File: config.mk
export PLATFORM = sky130hd
export DESIGN_NAME = fifo_wr_arbiter_flat
export DESIGN_NICKNAME = d
export VERILOG_FILES = /design/src/rtl/fifo_wr_arbiter_if.sv /design/src/rtl/fifo_wr_arbiter.sv /design/src/flat_wrapper.sv
export SDC_FILE = /design/constraint.sdc
export NUM_CORES = 1
export LEC_CHECK = 0
export CORE_MARGIN = 3
export CORE_UTILIZATION = 38
export CTS_CLUSTER_DIAMETER = 80
export CTS_CLUSTER_SIZE = 8
export DETAILED_ROUTE_END_ITERATION = 7
export GPL_TIMING_DRIVEN = 0
export PLACE_DENSITY = 0.78
export SLEW_MARGIN = 5
export SYNTH_ARGS = -nofsm -noshare
export SYNTH_HDL_FRONTEND = slang
export SYNTH_SLANG_ARGS = --single-unit
File: constraint.sdc
create_clock -name FCLK -period 2.2 [get_ports FCLK]
set_input_delay 0.33 -clock FCLK [delete_from_list [all_inputs] [get_ports FCLK]]
set_output_delay 0.33 -clock FCLK [all_outputs]
set_load 0.05 [all_outputs]
File: src/rtl/fifo_wr_arbiter_if.sv
// Requester/FIFO-side signal bundle for fifo_wr_arbiter.
// master drives requests, data and FIFO status; slave is the arbiter.
interface fifo_wr_arbiter_if #(
  parameter int DATA_WIDTH = 8
);
  logic [3:0]            REQ;
  logic [DATA_WIDTH-1:0] DATA0;
  logic [DATA_WIDTH-1:0] DATA1;
  logic [DATA_WIDTH-1:0] DATA2;
  logic [DATA_WIDTH-1:0] DATA3;
  logic                  FIFO_FULL;
  logic [3:0]            GNT;
  logic                  FIFO_WR_EN;
  logic [DATA_WIDTH-1:0] FIFO_DATA_IN;
  logic                  STALL;
  logic [15:0]           ACCEPT_CNT;

  modport master (
    output REQ, DATA0, DATA1, DATA2, DATA3, FIFO_FULL,
    input  GNT, FIFO_WR_EN, FIFO_DATA_IN, STALL, ACCEPT_CNT
  );

  modport slave (
    input  REQ, DATA0, DATA1, DATA2, DATA3, FIFO_FULL,
    output GNT, FIFO_WR_EN, FIFO_DATA_IN, STALL, ACCEPT_CNT
  );
endinterface

File: src/rtl/fifo_wr_arbiter.sv
// Four-requester write arbiter in front of a synchronous FIFO: round-robin
// with bounded bursts, zero-cycle grant, stall while the FIFO is full.
module fifo_wr_arbiter #(
  parameter int DATA_WIDTH = 8,
  parameter int BURST_MAX  = 4
) (
  input  logic             FCLK,
  input  logic             FRSTN,
  fifo_wr_arbiter_if.slave bus
);

  typedef enum logic {IDLE, LOCKED} state_t;

  localparam logic [3:0] BLIM = 4'(BURST_MAX - 1);

  state_t                state;
  logic [1:0]            own;
  logic [3:0]            bcnt;
  logic [15:0]           accept_q;

  logic                  any_req;
  logic                  go;
  logic                  keep;
  logic                  found;
  logic [1:0]            winner;
  logic [1:0]            idx;
  logic [3:0]            gnt;
  logic [DATA_WIDTH-1:0] wdata;

  always_comb begin
    any_req = |bus.REQ;
    go      = any_req && !bus.FIFO_FULL && FRSTN;
    keep    = (state == LOCKED) && bus.REQ[own] && (bcnt < BLIM);
    winner  = own;
    found   = 1'b0;
    idx     = own;
    if (!keep) begin
      // scan ends on the current owner, so it has lowest priority
      for (int unsigned k = 1; k <= 4; k++) begin
        idx = own + 2'(k);
        if (!found && bus.REQ[idx]) begin
          winner = idx;
          found  = 1'b1;
        end
      end
    end
    gnt   = '0;
    wdata = '0;
    if (go) begin
      gnt[winner] = 1'b1;
      case (winner)
        2'd0:    wdata = bus.DATA0;
        2'd1:    wdata = bus.DATA1;
        2'd2:    wdata = bus.DATA2;
        default: wdata = bus.DATA3;
      endcase
    end
  end

  assign bus.GNT          = gnt;
  assign bus.FIFO_WR_EN   = go;
  assign bus.FIFO_DATA_IN = wdata;
  assign bus.STALL        = any_req && bus.FIFO_FULL && FRSTN;
  assign bus.ACCEPT_CNT   = accept_q;

  always_ff @(posedge FCLK or negedge FRSTN) begin
    if (!FRSTN) begin
      state    <= IDLE;
      own      <= 2'd3;
      bcnt     <= '0;
      accept_q <= '0;
    end else if (!any_req) begin
      state <= IDLE;
      bcnt  <= '0;
    end else if (go) begin
      accept_q <= accept_q + 16'd1;
      if (state == LOCKED && winner == own) begin
        // saturate so a long solo run cannot wrap back into a fresh burst
        if (bcnt != 4'hF) bcnt <= bcnt + 4'd1;
      end else begin
        own   <= winner;
        bcnt  <= '0;
        state <= LOCKED;
      end
    end
  end

endmodule

File: src/flat_wrapper.sv
// flat-port wrapper written by rule: the top's interface ports become plain ports
module fifo_wr_arbiter_flat 
#(
  parameter int DATA_WIDTH = 8,
  parameter int BURST_MAX  = 4
)
  (FCLK, FRSTN, bus_REQ, bus_DATA0, bus_DATA1, bus_DATA2, bus_DATA3, bus_FIFO_FULL, bus_GNT, bus_FIFO_WR_EN, bus_FIFO_DATA_IN, bus_STALL, bus_ACCEPT_CNT);
  fifo_wr_arbiter_if #(.DATA_WIDTH(DATA_WIDTH)) bus_i ();
  input  logic FCLK;
  input  logic FRSTN;
  input wire logic [$bits(bus_i.REQ)-1:0] bus_REQ;
  input wire logic [$bits(bus_i.DATA0)-1:0] bus_DATA0;
  input wire logic [$bits(bus_i.DATA1)-1:0] bus_DATA1;
  input wire logic [$bits(bus_i.DATA2)-1:0] bus_DATA2;
  input wire logic [$bits(bus_i.DATA3)-1:0] bus_DATA3;
  input wire logic [$bits(bus_i.FIFO_FULL)-1:0] bus_FIFO_FULL;
  output wire logic [$bits(bus_i.GNT)-1:0] bus_GNT;
  output wire logic [$bits(bus_i.FIFO_WR_EN)-1:0] bus_FIFO_WR_EN;
  output wire logic [$bits(bus_i.FIFO_DATA_IN)-1:0] bus_FIFO_DATA_IN;
  output wire logic [$bits(bus_i.STALL)-1:0] bus_STALL;
  output wire logic [$bits(bus_i.ACCEPT_CNT)-1:0] bus_ACCEPT_CNT;
  assign bus_i.REQ = bus_REQ;
  assign bus_i.DATA0 = bus_DATA0;
  assign bus_i.DATA1 = bus_DATA1;
  assign bus_i.DATA2 = bus_DATA2;
  assign bus_i.DATA3 = bus_DATA3;
  assign bus_i.FIFO_FULL = bus_FIFO_FULL;
  assign bus_GNT = bus_i.GNT;
  assign bus_FIFO_WR_EN = bus_i.FIFO_WR_EN;
  assign bus_FIFO_DATA_IN = bus_i.FIFO_DATA_IN;
  assign bus_STALL = bus_i.STALL;
  assign bus_ACCEPT_CNT = bus_i.ACCEPT_CNT;
  fifo_wr_arbiter #(.DATA_WIDTH(DATA_WIDTH), .BURST_MAX(BURST_MAX)) u_core (.FCLK(FCLK), .FRSTN(FRSTN), .bus(bus_i));
endmodule
==> results.json <==
{
  "crit_fanout": 10,
  "clock_skew_ps": 4.94,
  "ys_seq_area_share_pct": 37.8,
  "violations": "setup timing",
  "hp-class": "primary input to async pin",
  "antenna_left": 0,
  "finalSetupViolations": 13,
  "ys_types": 39,
  "gr-total-overflow": 0,
  "cts_made_buffers": 3,
  "crit_slowest_cell": "dfstp_2",
  "rrSetupSlack_ps": 80,
  "worstSetupPathType": "flop to output pin",
  "syn_to_final_growth_pct": 74.1,
  "final_util_pct": 70.6,
  "place_area_um2": 2420,
  "cts_num_sinks": 23,
  "fin_crit_sh_pct": 136,
  "dp_hpwl_um": 3310,
  "setup_ws_ps": -787,
  "slew_viol_final": 0,
  "grt_pass1_wl_um": 7220,
  "cts_tree": "done",
  "dieWidth_um": 69.4,
  "p_leak_nw": 1.08,
  "ys.warnings.count": 0,
  "nFillCells": 293,
  "synth_fp_nets": 205,
  "n_antenna_cell": 0,
  "start_kind": "flop",
  "cpPeakStageDelay_ps": 590,
  "final_cells": 288,
  "grt_max_degree": 26,
  "cp.required_ps": 1870,
  "clock_path_buffers": 2,
  "drc_errors": 0,
  "cts_root_buf": "clkbuf_8",
  "synth_cells": 164,
  "clock.fmax_mhz": 335,
  "avgRoutedWirePerCell_um": 15.6,
  "crit_end": "bus_FIFO_DATA_IN[3]",
  "yosysTopAreaCell": "dfrtp_1",
  "std_cell_rows": 22,
  "drt_iter0_drc": 78,
  "maxCapViolations": 0,
  "yosys_register_bits": 23,
  "hold_violations": 0,
  "synthArstFlopShare_pct": 100,
  "die_area_um2": 4820,
  "syn_area_per_cell_um2": 9.32,
  "drt_pass1_iterations": 4,
  "clkTransAtPathRegs_ps": 80,
  "worstReg2RegEnd": "u_core.own[0]",
  "p_total_mw": 2.90,
  "drive_above_1_share_pct": 30.4,
  "io_pins": 69,
  "antenna_found_initial": 0,
  "htreeDepth": 1,
  "clk_latency_ps": 260,
  "outcome": "finished, violations left",
  "core_area_um2": 3770,
  "critical_path.cell_chain": "nand2_1, a32o_2, or3_4, a221o_2, buf_8, mux2i_4, o22ai_4, buf_6",
  "rr_worst_depth": 5,
  "routabilityCongestion": 0.822,
  "synth_area_leaders": "dfrtp_1 34%, mux2i_1 12%, xnor2_1 6.9%",
  "synth_top_area_share_pct": 34.4,
  "period_needed_ps": 2990,
  "rsz0062_at_grt": "true",
  "worst_pin_slew_ps": 644,
  "powerDensity_nw_per_um2": 1090,
  "timing.hold.ws_ps": 36.7,
  "reg2reg_from": "u_core.own[1]",
  "critPathArrivalTime_ps": 2660,
  "start_util_pct": 40.5,
  "pre_cts_slack_ps": -1910,
  "relSlewSlack_pct": 56.7,
  "die_h_um": 69.4,
  "wl_um": 4500,
  "irDropWorstVdd_mv": 0.913,
  "yosysMostFrequentCell": "dfrtp_1",
  "post_drt_via_cell_ratio": 5.41,
  "fin_area_um2": 2660,
  "vias": 1558,
  "grt.total_usage_pct": 17.9,
  "synth_area_um2": 1530,
  "grt_pass1_vias": 1490,
  "ys.flop_type": "dfrtp_1",
  "place_inst": 277,
  "nNetsFinal": 282,
  "synth-edff-count": 0,
  "worstSetupEndpointType": "output pin",
  "crit_start": "u_core.own[1]",
  "synth_commonest_cells": "21 x dfrtp_1, 19 x mux2i_1, 16 x nand2_1, 12 x xnor2_1, 10 x nor2_1",
  "timing.setup.tns_ps": -8690,
  "numPortBuffers": 65
}
-- state kept, by name (all words and copies together), names as in the netlist --
signal / count
u_core.bcnt: 4
u_core.bus.ACCEPT_CNT: 16
u_core.state: 1
u_core.own: 2
-- cell families (layout without fill, tap and decap cells) --
logic type | count (synthesis) | after routing | share of synthesized area (%)
AND/OR/NAND/NOR | 62 | 62 | 20.9
AO/OA/AOI/OAI | 27 | 27 | 11.5
flip-flops | 23 | 23 | 37.8
multiplexers | 21 | 21 | 14.6
XOR/XNOR | 16 | 16 | 9.17
buffers and inverters | 13 | 89 | 4.42
adder cells (fa/ha/maj) | 2 | 2 | 1.64
-- power breakdown --
| group | leakage, nW | internal (mW) | switching [mW] |
|---|---|---|---|
| clock | 0.0255 | 0.126 | 0.131 |
| sequential | 0.295 | 0.524 | 0.126 |
| combinational | 0.764 | 0.918 | 1.08 |
-- metal layers --
metal / GRT usage [%] / routed length (µm) / vias to the layer above
met5: 0 / 0 / -
met4: 4.34 / 34 / 0
met3: 2.17 / 135 / 4
met2: 32.0 / 2420 / 36
met1: 22.9 / 1910 / 765
li1: - / - / 753
-- layout make-up --
| cell class | count | area (µm²) | share of cell area [%] |
|---|---|---|---|
| clock buffers | 3 | 41.3 | 1.55 |
| repair buffers | 72 | 719 | 27.0 |
| clock inverters | 1 | 5.00 | 0.188 |
| well taps | 48 | 60.1 | 2.26 |
| multi-input cells | 128 | 1170 | 43.8 |
| flip-flops and latches | 23 | 578 | 21.7 |
| inverters | 6 | 22.5 | 0.846 |
| plain buffers | 7 | 68.8 | 2.58 |
-- worst min-delay path by stage --
stage / slack (ps) / to / startpoint / depth (start not counted)
final: 40 / u_core.bus.ACCEPT_CNT[10] / FRSTN / 1
after global routing: 70 / u_core.bus.ACCEPT_CNT[6] / FRSTN / 1
after CTS: 50 / u_core.bus.ACCEPT_CNT[10] / FRSTN / 1
after detailed placement: 470 / u_core.bus.ACCEPT_CNT[15] / u_core.bus.ACCEPT_CNT[15] / 1
after global placement: 460 / u_core.bus.ACCEPT_CNT[15] / u_core.bus.ACCEPT_CNT[15] / 1
after floorplan: 30 / u_core.bcnt[0] / FRSTN / 0
-- critical path: cells and delay by family, from the launching register on --
| kind | cells | cell delay [ps] |
|---|---|---|
| AO/OA/AOI/OAI | 3 | 830 |
| AND/OR/NAND/NOR | 2 | 410 |
| buffers and inverters | 2 | 370 |
| flip-flops | 1 | 590 |
| multiplexers | 1 | 190 |
-- repair_timing --
item | in CTS | in global routing
setup buffers | 5 | 1
hold buffers | 0 | 0
endpoints found under the setup margin | 35 | 15
pin swaps | 0 | 1
cloned | 0 | 1
resized for setup | 108 | 19
-- placed cells by master (no fill, tap or decap), drive strengths merged, types with 6 or more instances in the layout --
master         count
nand3              8
dfrtp             21
nand2             16
nor2              10
and3               7
buf               25
clkbuf             6
inv                6
xnor2             12
o22ai              8
a21oi              8
mux2i             19
clkdlybuf4s50     49
(Power assumes the default switching activity.)
